`config.mk`:
```
export PLATFORM = sky130hd
export DESIGN_NAME = lsu_avalon_ctrl
export DESIGN_NICKNAME = d
export VERILOG_FILES = /design/src/rtl/lsu_avalon_ctrl.sv
export SDC_FILE = /design/constraint.sdc
export NUM_CORES = 1
export LEC_CHECK = 0
export ABC_AREA = 1
export CAP_MARGIN = 20
export CORE_ASPECT_RATIO = 2
export CORE_MARGIN = 10
export CORE_UTILIZATION = 55
export CTS_CLUSTER_DIAMETER = 200
export CTS_CLUSTER_SIZE = 24
export DETAILED_ROUTE_END_ITERATION = 7
export PLACE_DENSITY = 0.9
export SYNTH_ARGS = -nofsm -noshare
export SYNTH_HDL_FRONTEND = slang
export SYNTH_SLANG_ARGS = --single-unit
```
`constraint.sdc`:
```
create_clock -name clk -period 2.6 [get_ports clk]
set_input_delay 0.52 -clock clk [delete_from_list [all_inputs] [get_ports clk]]
set_output_delay 0.52 -clock clk [all_outputs]
set_load 0.02 [all_outputs]
```
`src/rtl/lsu_avalon_ctrl.sv`:
```
// Sequential MIPS load/store unit: one instruction at a time, one Avalon-MM
// transfer with waitrequest handling, alignment checks and a bus watchdog.
//
// state    | meaning
// ---------+-----------------------------------------------------------
// S_IDLE   | ready for a new instruction
// S_CHECK  | decode op, check alignment
// S_ACCESS | bus strobe held until waitrequest drops or watchdog fires
// S_RESP   | retire: done pulse, register writeback for loads
// S_ERR    | retire with fault code, no writeback
module lsu_avalon_ctrl #(
    parameter int ADDR_W         = 32,
    parameter int TIMEOUT_CYCLES = 256,
    parameter int ALIGN_CHECK    = 1
) (
    input  logic              clk,
    input  logic              rst_n,
    input  logic              req_valid,
    output logic              req_ready,
    input  logic [3:0]        req_op,
    input  logic [ADDR_W-1:0] req_base,
    input  logic [15:0]       req_offset,
    input  logic [4:0]        req_rt,
    input  logic [31:0]       req_rt_data,
    output logic [ADDR_W-1:0] avm_address,
    output logic [3:0]        avm_byteenable,
    output logic              avm_read,
    output logic              avm_write,
    output logic [31:0]       avm_writedata,
    input  logic [31:0]       avm_readdata,
    input  logic              avm_waitrequest,
    output logic              wb_valid,
    output logic [4:0]        wb_rt,
    output logic [31:0]       wb_data,
    output logic              done,
    output logic              err,
    output logic [1:0]        err_code
);
    localparam logic [2:0] S_IDLE   = 3'd0;
    localparam logic [2:0] S_CHECK  = 3'd1;
    localparam logic [2:0] S_ACCESS = 3'd2;
    localparam logic [2:0] S_RESP   = 3'd3;
    localparam logic [2:0] S_ERR    = 3'd4;

    localparam logic [3:0] OP_LB  = 4'd0;
    localparam logic [3:0] OP_LBU = 4'd1;
    localparam logic [3:0] OP_LH  = 4'd2;
    localparam logic [3:0] OP_LHU = 4'd3;
    localparam logic [3:0] OP_LW  = 4'd4;
    localparam logic [3:0] OP_LWL = 4'd5;
    localparam logic [3:0] OP_LWR = 4'd6;
    localparam logic [3:0] OP_SB  = 4'd8;
    localparam logic [3:0] OP_SH  = 4'd9;
    localparam logic [3:0] OP_SW  = 4'd10;
    localparam logic [3:0] OP_SWL = 4'd11;
    localparam logic [3:0] OP_SWR = 4'd12;

    localparam int CNT_W = (TIMEOUT_CYCLES < 2) ? 1 : $clog2(TIMEOUT_CYCLES + 1);
    localparam logic [CNT_W-1:0] TO_VAL = CNT_W'(TIMEOUT_CYCLES);

    logic [2:0]        state;
    logic [3:0]        op_q;
    logic [4:0]        rt_q;
    logic [31:0]       rt_data_q;
    logic [ADDR_W-1:0] ea_q;
    logic [31:0]       rdata_q;
    logic [1:0]        code_q;
    logic [CNT_W-1:0]  wd_cnt;
    logic [CNT_W-1:0]  wd_nxt;

    logic [ADDR_W-1:0] off_ext;
    logic [1:0]        k;
    logic [4:0]        sh;
    logic              is_load;
    logic              is_store;
    logic              illegal;
    logic              misaligned;
    logic              in_access;
    logic [3:0]        be;
    logic [31:0]       wdata;
    logic [31:0]       ldata;
    logic [31:0]       byte_sel;
    logic [15:0]       half_sel;

    assign off_ext   = ADDR_W'($signed(req_offset));
    assign k         = ea_q[1:0];
    assign sh        = {k, 3'b000};
    assign is_load   = (op_q <= OP_LWR);
    assign is_store  = (op_q >= OP_SB) && (op_q <= OP_SWR);
    assign illegal   = !(is_load || is_store);
    assign wd_nxt    = wd_cnt + 1'b1;
    assign byte_sel  = rdata_q >> sh;
    assign half_sel  = k[1] ? rdata_q[31:16] : rdata_q[15:0];
    assign in_access = (state == S_ACCESS);

    always_comb begin
        be         = 4'b0000;
        wdata      = 32'h0;
        ldata      = 32'h0;
        misaligned = 1'b0;
        case (op_q)
            OP_LB:  begin be = 4'b0001 << k; ldata = {{24{byte_sel[7]}}, byte_sel[7:0]}; end
            OP_LBU: begin be = 4'b0001 << k; ldata = {24'h0, byte_sel[7:0]}; end
            OP_LH:  begin be = k[1] ? 4'b1100 : 4'b0011; ldata = {{16{half_sel[15]}}, half_sel}; end
            OP_LHU: begin be = k[1] ? 4'b1100 : 4'b0011; ldata = {16'h0, half_sel}; end
            OP_LW:  begin be = 4'b1111; ldata = rdata_q; end
            // LWL fills rt from the top, LWR from the bottom; untouched bytes keep rt
            OP_LWL: begin
                be    = 4'b1111 >> (2'd3 - k);
                ldata = (rdata_q << (5'd24 - sh)) | (rt_data_q & (32'h00FF_FFFF >> sh));
            end
            OP_LWR: begin
                be    = 4'b1111 << k;
                ldata = (rdata_q >> sh) | (rt_data_q & ~(32'hFFFF_FFFF >> sh));
            end
            OP_SB:  begin be = 4'b0001 << k; wdata = {4{rt_data_q[7:0]}}; end
            OP_SH:  begin be = k[1] ? 4'b1100 : 4'b0011; wdata = {2{rt_data_q[15:0]}}; end
            OP_SW:  begin be = 4'b1111; wdata = rt_data_q; end
            OP_SWL: begin be = 4'b1111 >> (2'd3 - k); wdata = rt_data_q >> (5'd24 - sh); end
            OP_SWR: begin be = 4'b1111 << k; wdata = rt_data_q << sh; end
            default: ;
        endcase
        if (ALIGN_CHECK != 0) begin
            case (op_q)
                OP_LH, OP_LHU, OP_SH: misaligned = k[0];
                OP_LW, OP_SW:         misaligned = |k;
                default:              misaligned = 1'b0;
            endcase
        end
    end

    always_ff @(posedge clk or negedge rst_n) begin
        if (!rst_n) begin
            state     <= S_IDLE;
            op_q      <= 4'h0;
            rt_q      <= 5'h0;
            rt_data_q <= 32'h0;
            ea_q      <= '0;
            rdata_q   <= 32'h0;
            code_q    <= 2'b00;
            wd_cnt    <= '0;
        end else begin
            case (state)
                S_IDLE: if (req_valid) begin
                    op_q      <= req_op;
                    rt_q      <= req_rt;
                    rt_data_q <= req_rt_data;
                    ea_q      <= req_base + off_ext;
                    wd_cnt    <= '0;
                    state     <= S_CHECK;
                end
                S_CHECK: begin
                    if (illegal) begin
                        code_q <= 2'b11;
                        state  <= S_ERR;
                    end else if (misaligned) begin
                        code_q <= 2'b01;
                        state  <= S_ERR;
                    end else begin
                        state  <= S_ACCESS;
                    end
                end
                S_ACCESS: begin
                    if (!avm_waitrequest) begin
                        if (is_load) rdata_q <= avm_readdata;
                        state <= S_RESP;
                    end else begin
                        wd_cnt <= wd_nxt;
                        if (TIMEOUT_CYCLES != 0 && wd_nxt == TO_VAL) begin
                            code_q <= 2'b10;
                            state  <= S_ERR;
                        end
                    end
                end
                S_RESP, S_ERR: state <= S_IDLE;
                default:       state <= S_IDLE;
            endcase
        end
    end

    // Bus strobes decode straight from state so an async reset drops them at once
    assign req_ready      = (state == S_IDLE);
    assign avm_read       = in_access && is_load;
    assign avm_write      = in_access && is_store;
    assign avm_address    = in_access ? {ea_q[ADDR_W-1:2], 2'b00} : '0;
    assign avm_byteenable = in_access ? be : 4'b0000;
    assign avm_writedata  = (in_access && is_store) ? wdata : 32'h0;
    assign wb_valid       = (state == S_RESP) && is_load && (rt_q != 5'd0);
    assign wb_rt          = wb_valid ? rt_q : 5'd0;
    assign wb_data        = wb_valid ? ldata : 32'h0;
    assign done           = (state == S_RESP) || (state == S_ERR);
    assign err            = (state == S_ERR);
    assign err_code       = (state == S_ERR) ? code_q : 2'b00;
endmodule
```
Word-level counts from Yosys, hierarchy flattened:

Cells that the tools add are included.

* flip-flop bits (word level): 119
* bits of input ports: 125
* output and inout bits: 113
* logic and storage cells: 100

* $add $sub $neg: 4
* magnitude comparators: 3
* eq/ne operators: 21
* shift operators: 9
* multiplexer cells: 26
* bitwise operators: 6
* reductions and logical operators: 23

Operators with widths (count)
* $pmux W32 S7: 1
* $pmux W32 S5: 1
* $mux W32: 3
* $and A32 B32 Y32: 2
* $or A32 B32 Y32: 2
* $shl A32 B5 Y32: 2
* $shr A32 B5 Y32: 2
* $add A32 B32 Y32: 1
* $not A32 Y32: 1
* $shr A24 B5 Y32 const A: 1
* $shr A32 B5 Y32 const A: 1
* $eq A4 B4 Y1 const B: 5
* $pmux W4 S5: 1
* $mux W9: 2
* $pmux W9 S2: 1
* $mux W16: 1
* $mux W3: 5
* $eq A4 B3 Y1 const B: 3
* $mux W2: 5
* $add A9 B1 Y9 const B: 1
* $eq A9 B9 Y1 const B: 1
* $pmux W3 S3: 1
* $eq A4 B2 Y1 const B: 2
* $mux W4: 2
* other kinds (31): 45

Logic depth before layout (Yosys ltp):

* word-level depth: 6
* mapped depth: 12
* depth with buffers taken out: 12

Worst setup path after synthesis:

Ideal clock, no wire load.

* path type: reg2out
* from: reg ea_q[0]
* to: out wb_data[15]
* data arrival time: 1697 ps
* data required time: 2080 ps
* setup slack: 383 ps
* cell stages (with the launch flop): 12
* buffers on the path: 2
* cells stage by stage: dfrtp_1 buf_6 inv_2 buf_4 nand2_1 o21ai_1 nand2_1 nand2_1 nand3_2 o21ai_4 inv_4 a21oi_1

* cells in the longest elaborated chain, start to end: 6
* elaborated cells between the ends (all ways): 12
* classes of those cells: add/sub (1); shift (4); mux (2); bitwise (5)

Ends and longest elaborated chain
* start, declared: line 65 `logic [ADDR_W-1:0] ea_q;`
* start signal, assigned: line 148 `ea_q <= req_base + off_ext;`
* parallel branches: the longest is 4 deep, another holds $sub A5 B5 Y5
* $pmux W32 S7 (*): line 101 `case (op_q)`
* $mux W32 (*): line 190 `assign wb_data = wb_valid ? ldata : 32'h0;`
* end, declared: line 34 `output logic [31:0] wb_data,`

Every way passes the cells marked *.

Final worst setup path:

* from: reg ea_q[1]
* to: out wb_data[7]

The elaborated chain is that of the path after synthesis.

==> impl_metrics.csv <==
group,metric,value,unit
sta,fin_crit_sh,126.1,%
synth,synthXorXnorAreaFrac,0.8985,%
sta,finalClockSkew,10.60,ps
sta,whs,7.698,ps
floorplanning,core_area,0.01928,mm^2
floorplanning,initial_core_util,55.62,%
finish,fin_nets,2317,
synth,yosysTopAreaCellShare,27.77,%
setup_path,required,2080,ps
drt,ant_nets,0,
finish,syn_to_final_growth,56.16,%
synth,yosysTopAreaCell,"dfrtp_1",
cts,cts_buffers,17,
setup_path,reg2reg_setup_slack,260,ps
synth,synthTopCellsByCount,"596 x nand2_1, 241 x inv_1, 175 x o21ai_0",
setup_path,startpoint,"ea_q[1]$_DFFE_PN0P_",
setup_path,crit_path_max_fanout,20,
sta,fin_crit,3280,ps
synth,synth_area_leaders,"dfrtp_1 28%, nand2_1 21%, inv_1 8.4%",
cts,hold_buffers,0,
placed_design,dp_slack,-170.2,ps
cts,clock_sinks,119,
setup_path,r2r_end,"rdata_q[15]$_DFFE_PN0P_",
floorplanning,die_y,217.5,um
flow_run,cap_violations,0,
synth,synthFlopType,"dfrtp_1",
setup_path,critPathCaptureType,"output pin",
synth,synth-simple-area-share,32.33,%
global_route,grt_pass1_wl,81880,um
placed_design,portBuffers,235,
floorplanning,pin_count,238,
drt,vias_per_cell,6.465,
synth,synth_seq_cells,119,
placed_design,hpwl,37580,um
run_status,violations,"DRC, setup timing",
floorplanning,dieArea,0.02582,mm^2
global_route,antenna_found_initial,6,
drt,wl_per_cell,25.62,um
setup_path,cp_common_cell,"a21oi_1",
power,leakage,8.446,nW
synth,synth_mux_area_share,1.540,%
synth,synth-edff-count,0,
global_route,grt.total_usage,40.56,%
synth,yosysUniqueCellTypes,51,
cts,clk_pin_slew,60,ps
sta,worst_slack,-679.5,ps
cts,clk_latency,450,ps
sta,hold_violations,0,
drt,drc,19,
setup_path,start_kind,"flop",
synth,synth.most_common_cell,"nand2_1",
finish,fin_util,86.86,%
run_status,run_status,"finished, violations left",
synth,avgSynthCellArea,6.120,um^2
synth,synth_top_family_by_area,"simple AND/OR/NAND/NOR gates",
drt,drt_iter0_drc,2740,
setup_path,rr_worst_depth,9,
power,power.density,1143,mW/mm^2
setup_path,path_cells,"clkinvlp_4, bufbuf_16, o21ai_0, o22ai_1, a21oi_1, a21oi_1, buf_4",
setup_path,worstPathArrival,2760,ps
cts,cts_root_buffer,"clkbuf_16",
global_route,grt_max_degree,62,
synth,yosys.area_share.adder,3.921,%
global_route,first_global_vias,15000,
global_route,gr-total-overflow,0,
power,ir_drop,0.6266,mV
floorplanning,die_w,118.7,um
setup_path,cp_slowest_cell,"dfrtp_2",
sta,setup_viol,76,
floorplanning,rows,72,
sta,max_freq,0.3049,GHz
drt,firstDrtPassIters,8,
sta,tns,-23740,ps
sta,slew_headroom,65.18,%
synth,netlist_area,0.01072,mm^2
synth,synth_cells,1752,
cts,cts_tree,"yes",
synth,yosysWarnings,0,
setup_path,path_class,"flop to output pin",
sta,grt_setup_unrepaired,"yes",
placed_design,gp_congestion,1.078,
drt,routed_wl,62400,um
cts,clk_path_buf_depth,2,
setup_path,r2r-start,"state[0]$_DFFE_PN0P_",
synth,synth_seq_area_share,27.77,%
sta,worstMarginPinSlew,516.9,ps
min_path,hold_path_class,"input pin to asynchronous set/reset pin",
setup_path,slowest_delay,430,ps
cts,h-tree-depth,4,
synth,ys_async_sr_fraction,100.0,%
finish,drive_gt1_share,25.32,%
drt,vias,15750,
sta,drv_slew,0,
synth,synth-compound-area-share,21.31,%
## flip-flops by register name (all words and copies together), names as in the netlist
register   flops
state          3
rt_q           5
ea_q          32
rt_data_q     32
wd_cnt         9
op_q           4
code_q         2
rdata_q       32
## worst max-delay path: cells and delay by family (launching register included)
family / cells / cell delay [ps]
buffers and inverters: 3 / 980
AOI/OAI and AO/OA: 4 / 880
DFF: 1 / 430
## timing repair
action                                  CTS  global route
resized for setup                       571           217
setup buffers                            23            25
cloned                                    8             1
endpoints found under the setup margin  110            78
pin swaps                                12            64
## routing by layer
metal  part of all wire (%)  vias up  global-route usage (%)  routed length [um]
li1                       -     6481                       -                   -
met2                     45     1565                   69.62               28360
met3                     14      657                   10.58                8435
met1                     28     7039                   37.47               17330
met4                     13        6                   40.55                8222
met5                   0.10        -                       0                  63
## area by class of cell
| cell class | instances | area, um^2 |
|---|---|---|
| clock inverters | 13 | 168.9 |
| flip-flops and latches | 119 | 2984 |
| multi-input cells | 1313 | 7262 |
| fillers | 1114 | 2534 |
| repair inverters | 1 | 8.758 |
| repair buffers | 456 | 4557 |
| well taps | 259 | 324.1 |
| diodes | 5 | 12.51 |
| inverters | 251 | 984.7 |
| clock buffers | 19 | 442.9 |
## cell usage in the layout (no fill, tap or decap), types with 55 or more instances in the layout
master	n
nand2_1	574
inv_1	229
buf_4	181
nor2_1	133
clkdlybuf4s50_1	125
o21ai_0	123
dfrtp_1	114
buf_6	77
nand3_1	64
a21oi_1	62
a21oi_2	55
## worst max path at each step
| stage | end | cells after the start |
|---|---|---|
| floorplan | wb_data[15] | 11 |
| global placement | wb_data[1] | 10 |
| detailed placement | wb_data[1] | 9 |
| CTS | wb_data[14] | 9 |
| global route | wb_data[7] | 7 |
| finish | wb_data[7] | 7 |
## logic make-up after synthesis
family | Yosys count
AO/OA/AOI/OAI | 398
flip-flops | 119
buffers and inverters | 321
XOR/XNOR | 11
multiplexers | 12
adder cells (fa/ha/maj) | 33
other | 1
AND/OR/NAND/NOR | 857
## report_power, final
group / switching, mW / internal [mW]
clock network: 1.00 / 1.54
logic: 8.11 / 4.87
registers: 0.916 / 2.70
## per-stage QoR
step | cell area (um^2) | total power [mW] | std cells
after floorplan | 10730 | 8.444 | 1753
after global placement | 14530 | 12.42 | 2347
after detailed placement | 14530 | 12.61 | 2347
after CTS | 15830 | 16.38 | 2408
after global routing | 16740 | 19.79 | 2436
final | 16740 | 19.14 | 2436
No activity file was read; power rests on OpenSTA's default activity.
